[config.mk]
export PLATFORM = sky130hd
export DESIGN_NAME = arbiter_x4
export DESIGN_NICKNAME = d
export VERILOG_FILES = /design/src/rtl/arbiter_x4.sv
export SDC_FILE = /design/constraint.sdc
export NUM_CORES = 1
export LEC_CHECK = 0
export CORE_UTILIZATION = 50
export CTS_CLUSTER_DIAMETER = 200
export DETAILED_ROUTE_END_ITERATION = 16
export PLACE_DENSITY = 0.73
export SYNTH_ARGS = -nofsm -noshare
export SYNTH_HDL_FRONTEND = slang
export SYNTH_SLANG_ARGS = --single-unit
[constraint.sdc]
create_clock -name clk -period 3.9 [get_ports clk]
set_input_delay 0.975 -clock clk [delete_from_list [all_inputs] [get_ports clk]]
set_output_delay 0.975 -clock clk [all_outputs]
set_load 0.02 [all_outputs]
[src/rtl/arbiter_x4.sv]
// rtl/arbiter_x4.sv - four-requester arbiter with hold timeout and one-cycle release gap
// Optional macro ARBITER_X4_ROUND_ROBIN_EN selects round-robin instead of fixed priority.
module arbiter_x4 #(
    parameter int HOLD_MAX = 8,
    parameter int CNT_W    = 8
) (
    input  logic       clk,
    input  logic       rst_n,
    input  logic       enable,
    input  logic [3:0] req,
    input  logic       done,
    output logic [3:0] grant,
    output logic [1:0] out,
    output logic       flag,
    output logic       timeout
);

    typedef enum logic [1:0] {
        IDLE  = 2'd0,
        GRANT = 2'd1,
        GAP   = 2'd2
    } state_t;

    state_t             state_q, state_d;
    logic [3:0]         grant_d;
    logic [1:0]         out_d;
    logic               flag_d;
    logic               timeout_d;
    logic [CNT_W-1:0]   count_q, count_d;
    logic [1:0]         last_q, last_d;
    logic [1:0]         win;
    logic               release_now;
    logic               hold_expired;

`ifdef ARBITER_X4_ROUND_ROBIN_EN
    logic       found;
    logic [1:0] idx;

    // Search starts just past the previous owner and wraps; first set request wins.
    always_comb begin
        win   = 2'd0;
        found = 1'b0;
        idx   = 2'd0;
        for (int i = 0; i < 4; i++) begin
            idx = last_q + 2'(i + 1);
            if (!found && req[idx]) begin
                win   = idx;
                found = 1'b1;
            end
        end
    end
`else
    always_comb begin
        if (req[3])      win = 2'd3;
        else if (req[2]) win = 2'd2;
        else if (req[1]) win = 2'd1;
        else             win = 2'd0;
    end
`endif

    assign hold_expired = (count_q == CNT_W'(HOLD_MAX - 1));
    assign release_now  = done || !req[out] || hold_expired;

    always_comb begin
        state_d   = state_q;
        grant_d   = grant;
        out_d     = out;
        flag_d    = flag;
        timeout_d = 1'b0;
        count_d   = count_q;
        last_d    = last_q;
        if (!enable) begin
            // Forced release: no gap, pointer untouched.
            state_d = IDLE;
            grant_d = 4'd0;
            out_d   = 2'd0;
            flag_d  = 1'b0;
            count_d = '0;
        end else begin
            case (state_q)
                IDLE: begin
                    grant_d = 4'd0;
                    out_d   = 2'd0;
                    flag_d  = 1'b0;
                    count_d = '0;
                    if (req != 4'd0) begin
                        grant_d = 4'b0001 << win;
                        out_d   = win;
                        flag_d  = 1'b1;
                        state_d = GRANT;
                    end
                end
                GRANT: begin
                    if (release_now) begin
                        grant_d   = 4'd0;
                        out_d     = 2'd0;
                        flag_d    = 1'b0;
                        last_d    = out;
                        timeout_d = !done && req[out];
                        state_d   = GAP;
                    end else if (count_q != {CNT_W{1'b1}}) begin
                        count_d = count_q + 1'b1;
                    end
                end
                GAP: begin
                    grant_d = 4'd0;
                    out_d   = 2'd0;
                    flag_d  = 1'b0;
                    state_d = IDLE;
                end
                default: begin
                    grant_d = 4'd0;
                    out_d   = 2'd0;
                    flag_d  = 1'b0;
                    count_d = '0;
                    state_d = IDLE;
                end
            endcase
        end
    end

    always_ff @(posedge clk or negedge rst_n) begin
        if (!rst_n) begin
            state_q <= IDLE;
            grant   <= 4'd0;
            out     <= 2'd0;
            flag    <= 1'b0;
            timeout <= 1'b0;
            count_q <= '0;
            last_q  <= 2'd3;
        end else begin
            state_q <= state_d;
            grant   <= grant_d;
            out     <= out_d;
            flag    <= flag_d;
            timeout <= timeout_d;
            count_q <= count_d;
            last_q  <= last_d;
        end
    end

endmodule
==> flow_summary.ini <==
[outcome]
status = complete, no violations

[floorplan]
die_h_um = 45.2
die-area_um2 = 2040
core_um2 = 1730
pin_count = 16
die_w_um = 45.2
row_count = 15
initial_core_util = 0.539

[global_routing]
antenna_found_initial = 0
grt_overflow = 0
grt_max_degree = 19
grt_util_met1 = 0.321
grt_pass1_wl_mm = 3.28
grt_use_met3 = 0.0240
grt_busiest_layer = met2
grtUsageMet2 = 0.336
grt_pass1_vias = 762
grt.total_usage = 0.219

[clocking]
clock-root-buffer = clkbuf_4
cts_hold_buf = 0
cts.sinks = 18
htreeDepth = 1
cts_setup_buffers = 0
clk_latency_ns = 0.30
clockBufferDepth = 2
cts_tree = yes
numCtsBuffers = 3
postCtsResizedCells = 0
clk_pin_slew_ns = 0.11

[run]
maxCapViolCount = 0

[sta]
slew_headroom = 0.470
worst_slew_pin_slew_ns = 0.793
final_hold_viol_count = 0
finalSetupViolCount = 0
skew_ns = 0.00413
setup-tns-final_ns = 0
maxSlewViolCount = 0
period_share = 0.687
max_freq_ghz = 0.373
rsz0062_at_grt = false
min_period_ns = 2.68

[logic_synthesis]
yosysUniqueCellTypes = 38
synth.yosys.warnings = 0
syn_inst = 93
synth_flop_cell = dfrtp_1
synth_area_leaders = dfrtp_1 (48%), nand2_1 (6.9%), mux2i_1 (3.2%), o21ai_0 (2.7%), nor3b_1 (2.4%)
synthArstFlopShare = 1.00
syn_nets = 102
synth_area_per_cell_um2 = 10.0
yosys.area.top_type = dfrtp_1
synth_seq_area_share = 0.484
ys_ff_latch = 18
synth_edf_count = 0
synth.cell_area_um2 = 931
synth_top_area_share = 0.484

[final_layout]
fin_nets = 120
multi_input_area_um2 = 458
antennaDiodeCount = 0
final_core_util = 0.657
nFillCells = 146
synthToLayoutAreaGrowth_pct = 21.8
layout_common_cells = dfrtp_1 (18), nand2_1 (17), clkdlybuf4s50_1 (15)
drive_above_1_share = 0.109
stdcell_area_um2 = 1130
final_common_cell = dfrtp_1
seq_area_um2 = 450

[hold_path]
hp-start = grant[0]$_DFFE_PN0P_
hold_class = flop to flop

[detailed_routing]
wirelength_mm = 1.96
drtIter0Drc = 14
vias = 790
drc = 0
dr.pass1.iters = 4
ant_nets = 0
vias_per_cell = 5.85
wl_per_cell_um = 14.5

[placed_design]
dpl_cell_area_um2 = 1100
gp_congestion = 0.909
hpwl_mm = 1.35
port-buffer-count = 15

[setup_path]
startpoint = req[3]
crit_type = primary input to flop
start_kind = primary input
end_kind = flop
r2r_start = count_q[3]$_DFFE_PN0P_
cp_data_required_time_ns = 4.15
critPathMaxFanout = 7
arrival_ns = 2.93

[pwr]
p_per_area_nw_per_um2 = 345
p_leak_nw = 0.498
vdd_drop_max_mv = 0.286
[cells in the mapped netlist, types with 2 or more instances]
cell and n:
nand2_1 17, nand2b_1 2, o31ai_1 2, a32o_1 2
inv_1 2, a21oi_1 2, nor3b_1 3, dfrtp_1 18
or4_1 2, mux2i_1 3, o41ai_1 2, nor2_1 3
nand3b_1 2, nand3_1 3, a31oi_1 3, o21ai_0 5
[through the flow]
stage	worst slack (ns)	std cells	hold WS, ns	power (mW)
finish	1.22	135	0.492	0.391
global route	1.01	135	0.527	0.406
CTS	1.27	135	0.499	0.394
detailed placement	0.972	131	0.478	0.275
global placement	1.06	131	0.463	0.276
floorplan	1.60	93	0.464	0.244
[kinds of logic (layout without fill, tap and decap cells)]
| group | after synthesis | count (layout) | synth area share |
|---|---|---|---|
| flip-flops | 18 | 18 | 0.484 |
| AND/OR/NAND/NOR | 42 | 42 | 0.254 |
| adder cells (fa/ha/maj) | 1 | 1 | 0.0134 |
| buffers and inverters | 4 | 21 | 0.0242 |
| AO/OA/AOI/OAI | 25 | 25 | 0.192 |
| multiplexers | 3 | 3 | 0.0323 |
[worst paths after layout]
| check | end | slack (ns) | depth (start not counted) |
|---|---|---|---|
| min in group asynchronous | count_q[7]$_DFFE_PN0P_ | 1.12 | 1 |
| hold / removal | grant[0]$_DFFE_PN0P_ | 0.49 | 2 |
| setup / recovery | count_q[5]$_DFFE_PN0P_ | 1.22 | 6 |
| hold reg to reg | grant[0]$_DFFE_PN0P_ | 0.49 | 2 |
| max in group asynchronous | grant[2]$_DFFE_PN0P_ | 2.28 | 1 |
| setup reg to reg | count_q[7]$_DFFE_PN0P_ | 1.91 | 5 |
[state kept, by name, indices dropped and copies added, names as in the netlist]
signal,count
count_q,8
flag,1
grant,4
out,2
state_q,2
timeout,1
[critical path: stages]
cell	delay, ns
clkdlybuf4s50_1	0.62
mux2i_1	0.12
o22ai_1	0.38
nand3_1	0.24
or4_1	0.51
nand2_1	0.08
[layer usage]
metal,vias up,wire [um],part of all wire
met5,-,0,0
met4,0,23,0.012
met1,385,1030,0.53
li1,390,-,-
met3,4,47,0.024
met2,11,857,0.44
[area by class of cell]
class / instances / share of cell area
well taps: 25 / 0.0276
inverters: 2 / 0.00662
clock buffers: 4 / 0.0320
flip-flops and latches: 18 / 0.397
multi-input cells: 71 / 0.404
repair buffers: 15 / 0.132
[power breakdown]
part	switching, mW	leakage (nW)	total, mW	internal (mW)
sequential	0.00781	0.245	0.203	0.195
combinational	0.0379	0.232	0.0691	0.0312
clock	0.0616	0.0210	0.119	0.0570
Note: power is estimated with default switching activity, not from simulation.
